--- src/rtl/uart_tx_mmio_pkg.sv ---
// rtl/uart_tx_mmio_pkg.sv - shared constants for the memory-mapped UART transmitter
//
// Purpose : TX state encoding, status word bit positions, register word offsets
//           and a count-saturation helper shared by the uart_tx_mmio files.
// Ports   : none (package).
package uart_tx_mmio_pkg;

    typedef enum logic [1:0] {
        ST_IDLE  = 2'd0,
        ST_START = 2'd1,
        ST_DATA  = 2'd2,
        ST_STOP  = 2'd3
    } tx_state_t;

    // Status word bit positions
    localparam int STAT_BUSY    = 0;
    localparam int STAT_FULL    = 1;
    localparam int STAT_EMPTY   = 2;
    localparam int STAT_OVF     = 3;
    localparam int STAT_CNT_LSB = 4;

    // Register word offsets from BASE_WADDR
    localparam logic [29:0] REG_OFF_DATA   = 30'd0;
    localparam logic [29:0] REG_OFF_STATUS = 30'd1;

    // FIFO count as reported in the 4-bit status field
    function automatic logic [3:0] sat_count4(input int unsigned c);
        logic [3:0] r;
        r = (c > 32'd15) ? 4'hF : c[3:0];
        return r;
    endfunction

endpackage

--- src/rtl/uart_tx_mmio_fifo_sync.sv ---
// rtl/uart_tx_mmio_fifo_sync.sv - synchronous FIFO with push/pop/full/empty/count
//
// Purpose : Generic single-clock FIFO, first-word fall-through read data.
// Ports   : clk, rst (async active-low)
//           i_push, i_wdata  - write side; dropped when full unless popping too
//           i_pop, o_rdata   - read side; o_rdata is the head entry
//           o_full, o_empty, o_count - occupancy
module fifo_sync #(
    parameter int WIDTH = 8,
    parameter int DEPTH = 8,
    localparam int AW   = $clog2(DEPTH)
) (
    input  logic             clk,
    input  logic             rst,
    input  logic             i_push,
    input  logic [WIDTH-1:0] i_wdata,
    input  logic             i_pop,
    output logic [WIDTH-1:0] o_rdata,
    output logic             o_full,
    output logic             o_empty,
    output logic [AW:0]      o_count
);

    logic [WIDTH-1:0] r_mem [DEPTH];
    logic [AW-1:0]    r_wr_ptr;
    logic [AW-1:0]    r_rd_ptr;
    logic [AW:0]      r_count;
    logic             w_do_push;
    logic             w_do_pop;

    assign o_full  = (r_count == (AW+1)'(DEPTH));
    assign o_empty = (r_count == '0);
    assign o_count = r_count;
    assign o_rdata = r_mem[r_rd_ptr];

    // A pop in the same cycle frees the slot, so a push while full is still taken.
    // When full the write slot is the head slot; the head is read before it is overwritten.
    assign w_do_pop  = i_pop && !o_empty;
    assign w_do_push = i_push && (!o_full || w_do_pop);

    always_ff @(posedge clk) begin
        if (w_do_push) begin
            r_mem[r_wr_ptr] <= i_wdata;
        end
    end

    always_ff @(posedge clk or negedge rst) begin
        if (!rst) begin
            r_wr_ptr <= '0;
            r_rd_ptr <= '0;
            r_count  <= '0;
        end else begin
            if (w_do_push) begin
                r_wr_ptr <= r_wr_ptr + 1'b1;
            end
            if (w_do_pop) begin
                r_rd_ptr <= r_rd_ptr + 1'b1;
            end
            case ({w_do_push, w_do_pop})
                2'b10:   r_count <= r_count + 1'b1;
                2'b01:   r_count <= r_count - 1'b1;
                default: r_count <= r_count;
            endcase
        end
    end

endmodule

--- src/rtl/uart_tx_mmio.sv ---
// rtl/uart_tx_mmio.sv - memory-mapped 8N1 UART transmitter on the core store bus
//
// Purpose : Byte stores to BASE_WADDR are queued and sent as 8N1 frames on tx.
//           BASE_WADDR+1 is a status word (busy/full/empty/ovf/count); storing
//           bit3=1 there clears the sticky overflow flag.
// Ports   : clk, rst (async active-low)
//           addr[29:0], data_in[31:0], wes[3:0] - core store/read bus
//           rdata[31:0], hit                     - registered one-cycle read return
//           tx                                   - serial line, idle high
module uart_tx_mmio
    import uart_tx_mmio_pkg::*;
#(
    parameter logic [29:0] BASE_WADDR = 30'h0000_0400,
    parameter int          CLK_DIV    = 868,
    parameter int          FIFO_DEPTH = 8
) (
    input  logic        clk,
    input  logic        rst,
    input  logic [29:0] addr,
    input  logic [31:0] data_in,
    input  logic [3:0]  wes,
    output logic [31:0] rdata,
    output logic        hit,
    output logic        tx
);

    localparam int                BAUD_W      = $clog2(CLK_DIV);
    localparam int                CNT_W       = $clog2(FIFO_DEPTH) + 1;
    localparam logic [BAUD_W-1:0] BAUD_LAST   = BAUD_W'(CLK_DIV - 1);
    localparam logic [29:0]       DATA_WADDR  = BASE_WADDR + REG_OFF_DATA;
    localparam logic [29:0]       STAT_WADDR  = BASE_WADDR + REG_OFF_STATUS;

    tx_state_t         r_state;
    logic [BAUD_W-1:0] r_baud;
    logic [2:0]        r_bit_idx;
    logic [7:0]        r_shift;
    logic              r_tx;
    logic              r_ovf;
    logic [31:0]       r_rdata;
    logic              r_hit;

    logic              w_sel_data;
    logic              w_sel_stat;
    logic              w_push;
    logic              w_pop;
    logic              w_ovf_clr;
    logic              w_baud_last;
    logic [7:0]        w_fifo_data;
    logic              w_full;
    logic              w_empty;
    logic [CNT_W-1:0]  w_count;
    logic [31:0]       w_status;
    logic              w_unused_bus;

    assign w_sel_data  = (addr == DATA_WADDR);
    assign w_sel_stat  = (addr == STAT_WADDR);
    assign w_push      = w_sel_data && wes[0];
    assign w_ovf_clr   = w_sel_stat && wes[0] && data_in[3];
    assign w_baud_last = (r_baud == BAUD_LAST);

    // The FSM takes a byte from IDLE, or on the final stop-bit cycle so frames abut.
    assign w_pop = !w_empty &&
                   ((r_state == ST_IDLE) || ((r_state == ST_STOP) && w_baud_last));

    assign w_unused_bus = ^{data_in[31:8], wes[3:1]};

    fifo_sync #(
        .WIDTH (8),
        .DEPTH (FIFO_DEPTH)
    ) u_fifo (
        .clk     (clk),
        .rst     (rst),
        .i_push  (w_push),
        .i_wdata (data_in[7:0]),
        .i_pop   (w_pop),
        .o_rdata (w_fifo_data),
        .o_full  (w_full),
        .o_empty (w_empty),
        .o_count (w_count)
    );

    always_comb begin
        w_status                                = '0;
        w_status[STAT_BUSY]                     = (r_state != ST_IDLE);
        w_status[STAT_FULL]                     = w_full;
        w_status[STAT_EMPTY]                    = w_empty;
        w_status[STAT_OVF]                      = r_ovf;
        w_status[STAT_CNT_LSB+3:STAT_CNT_LSB]   = sat_count4(32'(w_count));
    end

    // Sticky overflow: a dropped push wins over a simultaneous clear.
    always_ff @(posedge clk or negedge rst) begin
        if (!rst) begin
            r_ovf <= 1'b0;
        end else if (w_push && w_full && !w_pop) begin
            r_ovf <= 1'b1;
        end else if (w_ovf_clr) begin
            r_ovf <= 1'b0;
        end
    end

    always_ff @(posedge clk or negedge rst) begin
        if (!rst) begin
            r_rdata <= '0;
            r_hit   <= 1'b0;
        end else begin
            r_rdata <= w_sel_stat ? w_status : 32'd0;
            r_hit   <= w_sel_data || w_sel_stat;
        end
    end

    // TX FSM: the shift register moves right once per data bit so tx always takes bit 1 next.
    always_ff @(posedge clk or negedge rst) begin
        if (!rst) begin
            r_state   <= ST_IDLE;
            r_baud    <= '0;
            r_bit_idx <= '0;
            r_shift   <= '0;
            r_tx      <= 1'b1;
        end else begin
            case (r_state)
                ST_IDLE: begin
                    if (!w_empty) begin
                        r_shift <= w_fifo_data;
                        r_baud  <= '0;
                        r_tx    <= 1'b0;
                        r_state <= ST_START;
                    end
                end
                ST_START: begin
                    if (w_baud_last) begin
                        r_baud    <= '0;
                        r_bit_idx <= '0;
                        r_tx      <= r_shift[0];
                        r_state   <= ST_DATA;
                    end else begin
                        r_baud <= r_baud + 1'b1;
                    end
                end
                ST_DATA: begin
                    if (w_baud_last) begin
                        r_baud <= '0;
                        if (r_bit_idx == 3'd7) begin
                            r_tx    <= 1'b1;
                            r_state <= ST_STOP;
                        end else begin
                            r_bit_idx <= r_bit_idx + 1'b1;
                            r_shift   <= {1'b0, r_shift[7:1]};
                            r_tx      <= r_shift[1];
                        end
                    end else begin
                        r_baud <= r_baud + 1'b1;
                    end
                end
                ST_STOP: begin
                    if (w_baud_last) begin
                        r_baud <= '0;
                        if (!w_empty) begin
                            r_shift <= w_fifo_data;
                            r_tx    <= 1'b0;
                            r_state <= ST_START;
                        end else begin
                            r_state <= ST_IDLE;
                        end
                    end else begin
                        r_baud <= r_baud + 1'b1;
                    end
                end
                default: begin
                    r_state <= ST_IDLE;
                    r_tx    <= 1'b1;
                end
            endcase
        end
    end

    assign rdata = r_rdata;
    assign hit   = r_hit;
    assign tx    = r_tx;

endmodule

--- config.mk ---
export PLATFORM = sky130hd
export DESIGN_NAME = uart_tx_mmio
export DESIGN_NICKNAME = d
export VERILOG_FILES = /design/src/rtl/uart_tx_mmio_pkg.sv /design/src/rtl/uart_tx_mmio_fifo_sync.sv /design/src/rtl/uart_tx_mmio.sv
export SDC_FILE = /design/constraint.sdc
export NUM_CORES = 1
export LEC_CHECK = 0
export CAP_MARGIN = 25
export CORE_ASPECT_RATIO = 1.25
export CORE_MARGIN = 1.5
export CORE_UTILIZATION = 48
export CTS_CLUSTER_DIAMETER = 200
export DETAILED_ROUTE_END_ITERATION = 8
export PLACE_DENSITY = 0.75
export SYNTH_ARGS = -nofsm -noshare
export SYNTH_HDL_FRONTEND = slang
export SYNTH_SLANG_ARGS = --single-unit
--- constraint.sdc ---
create_clock -name clk -period 5.5 [get_ports clk]
set_input_delay 0.55 -clock clk [delete_from_list [all_inputs] [get_ports clk]]
set_output_delay 0.55 -clock clk [all_outputs]
set_load 0.005 [all_outputs]
==> metrics.cfg, run 1 <==
[status]
status = finished, final reports clean

[pwr]
ir_drop_v = 0.000298
power_density_nw_per_um2 = 263
leakage_uw = 0.00227

[clock_network]
cts_setup_buffers = 0
root_buffer = clkbuf_16
post_cts_resized = 0
clock_latency_ns = 0.35
htreeDepth = 3
cts_num_sinks = 108
cts_buffers = 9
clock_path_buffers = 2
tritoncts = built
cts.reportedPaths.clkPinSlew_ns = 0.08

[run]
cap_violations = 0

[routing]
drtIter0Drc = 133
wl_per_cell_um = 16.0
dr.pass1.iters = 5
drcViolationCount = 0
routed_wl_um = 8730
vias_per_cell = 5.39
final_antenna_net_count = 0
vias = 2933

[synthesis]
synthArstFlopShare_pct = 40.7
syn_area_um2 = 5010
yosysMostFrequentCell = edfxtp_1
synth-seq-area-share_pct = 60.3
synth_edf_count = 64
synth_top_cell_area_share_pct = 38.4
yosysWarnings = 0
synth_cell_types = 56
netlist_top_cells_count = edfxtp_1 (64), dfrtp_1 (43), buf_4 (24)
ys.flop_type = edfxtp_1
synthCells = 356
syn_avg_cell_area_um2 = 14.1
synth_area_leaders = edfxtp_1 (38%), dfrtp_1 (21%), mux4_2 (7.2%)
synth.largest_area_cell = edfxtp_1
ys_ff_latch = 108

[timing]
max_freq_ghz = 0.307
finalHoldViolCount = 0
finClkSkew_ns = 0.0114
tns_ns = 0
tightest_slew_ns = 0.979
fin_crit_ns = 3.25
finalSetupViolations = 0
slew_headroom_pct = 34.5
drv_slew = 0
setup_ws_ns = 2.25
rsz0062_at_grt = false
finalCritPeriodShare_pct = 59.2
holdWs_ns = 0.494

[die]
initial_utilization_pct = 49.6
num_rows = 41
die_h_um = 117
top_level_ports = 102
dieArea_um2 = 11100
core_area_um2 = 10100
die_x_um = 94.4

[placed_design]
gp_congestion = 0.746
dp_hpwl_um = 6040
place_ws_ns = 1.94
io_buffers = 50

[critical_path]
path_class = primary input to flop
cp-start-kind = primary input
path_max_fanout = 10
arrival_ns = 3.32
endpoint_kind = flop
cp.required_ns = 5.57

[global_routing]
grt_usage_pct = 17.4
busiest_layer = met2
grt_util_met3_pct = 3.36
gr-total-overflow = 0
grt.met1_usage_pct = 20.3
grt_pass1_vias = 2974
met2_usage_pct = 31.8
grt_pass1_wl_um = 14500
grt_max_degree = 45
antenna_found_initial = 0

[layout]
drive_gt1_share_pct = 14.7
final-seq-area_um2 = 3020
multi_input_area_um2 = 1830
layout.nets = 492
final.fill_count = 778
synthToLayoutAreaGrowth_pct = 18.3
n_antenna_cell = 0

[worst_hold_path]
min_path_type = flop to flop

[critical path, cell delays in order]
cell	delay (ns)
clkdlybuf4s50_1	0.61
nor4b_2	0.34
nand4_1	0.19
a211oi_4	0.43
nand2b_1	0.21
nor3_1	0.70
buf_4	0.28
[per-stage QoR]
stage	power (uW)	instances	util [%]	instance area, um2
detailed placement	925	526	55.2	5580
CTS	1570	542	58.3	5900
floorplan	895	379	-	5100
global route	1610	544	58.6	5930
finish	1560	544	58.6	5930
global placement	924	525	55.1	5560
[report_power, final]
group,switching (uW),total (uW),internal [uW]
sequential,0.00000280,859,859
combinational,22.8,51.0,28.2
clock,323,651,327
total,346,1560,1210
[logic make-up after synthesis]
kind of cell | Yosys count | share of synthesized area [%]
flip-flops | 108 | 60.3
other | 1 | 0.0748
adder cells (fa/ha/maj) | 14 | 3.65
multiplexers | 30 | 10.2
XOR/XNOR | 9 | 1.57
AO/OA/AOI/OAI | 58 | 8.02
AND/OR/NAND/NOR | 92 | 11.0
buffers and inverters | 44 | 5.17
[area by class of cell]
class	count	area share (%)
clock buffer	9	3.80
sequential	108	51.0
clock inverter	7	1.54
multi-input combinational	227	31.0
inverter	9	0.570
timing repair buffer	55	9.38
tap	129	2.72
[final timing paths]
kind | from | endpoint | slack (ns) | depth (start not counted)
max reg2reg | r_state[0] | u_fifo.r_mem[0][2] | 2.37 | 7
min in group asynchronous | rst | rdata[4] | 0.54 | 2
min | r_shift[4] | r_shift[4] | 0.49 | 2
max in group asynchronous | rst | tx | 4.49 | 3
max | addr[0] | u_fifo.r_mem[0][2] | 2.25 | 7
min reg2reg | r_shift[4] | r_shift[4] | 0.49 | 2
[cells in the final DEF (no fill, tap or decap), types with 2 or more instances in the layout]
| master | n |
|---|---|
| nor4b_2 | 2 |
| o21ai_0 | 19 |
| o21ai_1 | 6 |
| and3_1 | 12 |
| inv_6 | 2 |
| dfrtp_1 | 43 |
| edfxtp_1 | 64 |
| clkbuf_16 | 9 |
| clkdlybuf4s50_1 | 49 |
| nor2_1 | 16 |
| conb_1 | 24 |
| xor2_1 | 4 |
| nor3b_2 | 5 |
| nand4_1 | 2 |
| a211oi_1 | 2 |
| mux4_2 | 16 |
| and2_1 | 2 |
| nand2b_1 | 4 |
| o31ai_1 | 4 |
| nor4_4 | 2 |
| a22o_1 | 7 |
| nor2b_1 | 2 |
| ha_1 | 13 |
| mux2_2 | 3 |
| mux2i_1 | 10 |
| nand2_1 | 22 |
| buf_4 | 2 |
| xnor2_1 | 5 |
| nand3_1 | 8 |
| nor4_1 | 3 |
| a21oi_1 | 8 |
| inv_1 | 9 |
| nor3_1 | 4 |
| clkinv_8 | 4 |
[state kept, by name, indices dropped and copies added, names as in the netlist]
register / cells
hit: 1
r_baud: 10
r_bit_idx: 3
r_ovf: 1
r_shift: 8
r_state: 2
rdata: 8
tx: 1
u_fifo.o_count: 4
u_fifo.r_mem: 64
u_fifo.r_rd_ptr: 3
u_fifo.r_wr_ptr: 3
[per-layer routing]
layer | share of wire, % | up-vias
met2 | 55 | 72
met1 | 40 | 1452
li1 | - | 1396
met5 | 0 | -
met4 | 1.8 | 0
met3 | 3.3 | 13
[timing repair]
item | in CTS | in global routing
setup endpoints to repair | 0 | 0
hold buffers | 0 | 1
hold endpoints to repair | 0 | 2
No activity file was read; power rests on OpenSTA's default activity.
==> inputs of run 2 (changes only) <==
Settings changed: CORE_UTILIZATION 48 to 46, PLACE_DENSITY 0.75 to 0.76.
Clock period 5.5 ns to 2.96 ns, I/O delays scaled along.
==> metrics.cfg, run 2 (synthesis results as in run 1) <==
[status]
status = finished, final reports clean  ; unchanged

[clock_network]
clock_path_buffers = 2  ; unchanged
cts.reportedPaths.clkPinSlew_ns = 0.08  ; about the same
htreeDepth = 3  ; unchanged
cts_setup_buffers = 0  ; unchanged
clock_latency_ns = 0.35  ; about the same
root_buffer = clkbuf_16  ; unchanged
cts_num_sinks = 108  ; unchanged
tritoncts = built  ; unchanged
cts_buffers = 9  ; unchanged

[routing]
dr.pass1.iters = 4  ; was 5
drtIter0Drc = 89  ; was 133
final_antenna_net_count = 0  ; unchanged
drcViolationCount = 0  ; unchanged
wl_per_cell_um = 16.5  ; was 16.0 um
vias_per_cell = 5.41  ; was 5.39
routed_wl_um = 9210  ; was 8730 um
vias = 3016  ; was 2,933

[layout]
n_antenna_cell = 0  ; unchanged
largest_reg_flops = 64  ; unchanged
largest_register = u_fifo.r_mem  ; unchanged
final_cell_mix = edfxtp_1 (64), clkdlybuf4s50_1 (49), dfrtp_1 (43)  ; unchanged
drive_gt1_share_pct = 16.0  ; was 14.7%
reg.largest.list = u_fifo.r_mem (64), r_baud (10)  ; unchanged
layout_commonest_cell = edfxtp_1  ; unchanged
layout.nets = 503  ; was 492
final.fill_count = 857  ; was 778
synthToLayoutAreaGrowth_pct = 19.7  ; was 18.3%

[timing]
finalCritPeriodShare_pct = 92.5
finalHoldViolCount = 0  ; unchanged
fin_crit_ns = 2.74
max_freq_ghz = 0.365
holdWs_ns = 0.326  ; was 0.494 ns
slew_headroom_pct = 44.2  ; was 34.5%
finClkSkew_ns = 0.0109  ; was 0.0114 ns
finalSetupViolations = 0  ; unchanged
setup_ws_ns = 0.223  ; was 2.25 ns
rsz0062_at_grt = false  ; unchanged
tightest_slew_ns = 0.837  ; was 0.979 ns
drv_slew = 0  ; unchanged

[critical_path]
endpoint_kind = flop  ; unchanged
arrival_ns = 3.01  ; was 3.32 ns
path_class = primary input to flop  ; unchanged
crit_path_start = addr[16]  ; was addr[0]
cp.required_ns = 3.23  ; was 5.57 ns
cp-start-kind = primary input  ; unchanged
path_max_fanout = 2  ; was 10
timing.rr.start = r_baud[0]  ; was r_state[0]

[placed_design]
place_ws_ns = -0.0612  ; was 1.94 ns
io_buffers = 50  ; unchanged
gp_congestion = 0.764  ; was 0.746
dp_hpwl_um = 6380  ; was 6040 um

[global_routing]
grt_pass1_wl_um = 15000  ; was 14,500 um
grt_usage_pct = 17.6  ; was 17.4%
grt_pass1_vias = 3064  ; was 2,974
gr-total-overflow = 0  ; unchanged
grt_max_degree = 45  ; unchanged
antenna_found_initial = 0  ; unchanged

[run]
cap_violations = 0  ; unchanged

[pwr]
power_density_nw_per_um2 = 491  ; was 263 nW/um2
ir_drop_v = 0.000364  ; was 0.000298 V
leakage_uw = 0.00233  ; was 0.00227 uW

[die]
dieArea_um2 = 11500  ; was 11,100 um2
die_x_um = 96.4  ; was 94.4 um
die_h_um = 120  ; was 117 um
top_level_ports = 102  ; unchanged
num_rows = 42  ; was 41
initial_utilization_pct = 47.2  ; was 49.6%
core_area_um2 = 10600  ; was 10,100 um2

[worst_hold_path]
min_path_type = primary input to async pin  ; was flop to flop

[run 2: changes by cell type in the layout (fill, tap and decap cells not counted), moves of 2 or more]
cell,delta
inv_8,+2
clkinv_8,-4
buf_4,+12
nor3b_2,-4
nor3b_1,+4
[run 2: cell type report]
type                            instances  area, um2  area share [%]
Clock buffer                            9        225            3.76
Clock inverter                          7       87.6            1.46
Inverter                                9       33.8           0.563
Multi-Input combinational cell        227       1830            30.5
Sequential cell                       108       3020            50.4
Tap cell                              132        165            2.75
Timing Repair Buffer                   66        631            10.5
[run 2: final timing paths]
kind	to	cells past startpoint	slack, ns
worst max register to register	u_fifo.o_count[3]	11	0.27
worst max-delay path	u_fifo.o_count[3]	11	0.22
max in group asynchronous	tx	3	2.13
worst min-delay path	rdata[4]	2	0.33
min in group clk	r_shift[7]	2	0.49
worst min register to register	r_shift[7]	2	0.49
[run 2: worst max-delay path, cell delays in order]
cell,delay [ns]
clkdlybuf4s50_1,0.41
nor4_1,0.41
nand4_1,0.17
or3_4,0.38
o21ai_4,0.15
inv_1,0.08
ha_1,0.27
a21o_1,0.18
a21oi_1,0.19
mux2i_1,0.28
xor2_1,0.19
[run 2: repair_timing]
action	4_1_cts	5_1_grt
hold buffers	0	1
endpoints found under the hold margin	0	7
setup endpoints to repair	0	1
resized for setup	0	2
[run 2: stage by stage]
step	std cells	instance area, um2	total power, uW	util, %	setup TNS (ns)
after floorplan	379	5100	1660	-	0
after global placement	540	5640	1720	53.1	-0.00256
after detailed placement	540	5640	1720	53.1	-0.0612
after CTS	556	5950	2960	56.1	0
after global routing	558	6000	3030	56.5	0
final	558	6000	2940	56.5	0
[run 2: per-layer routing]
metal	share of wire (%)	track usage, %
met2	54	30.5
met4	2.4	7.07
met3	3.4	4.25
met5	0	0
met1	40	20.5
[run 2: power by group]
part / total (uW) / internal [uW] / leakage, uW / switching (uW)
clock: 1250 / 677 / 0.000154 / 573
sequential: 1600 / 1600 / 0.00114 / 0.00000482
combinational: 96.7 / 53.2 / 0.00103 / 43.5
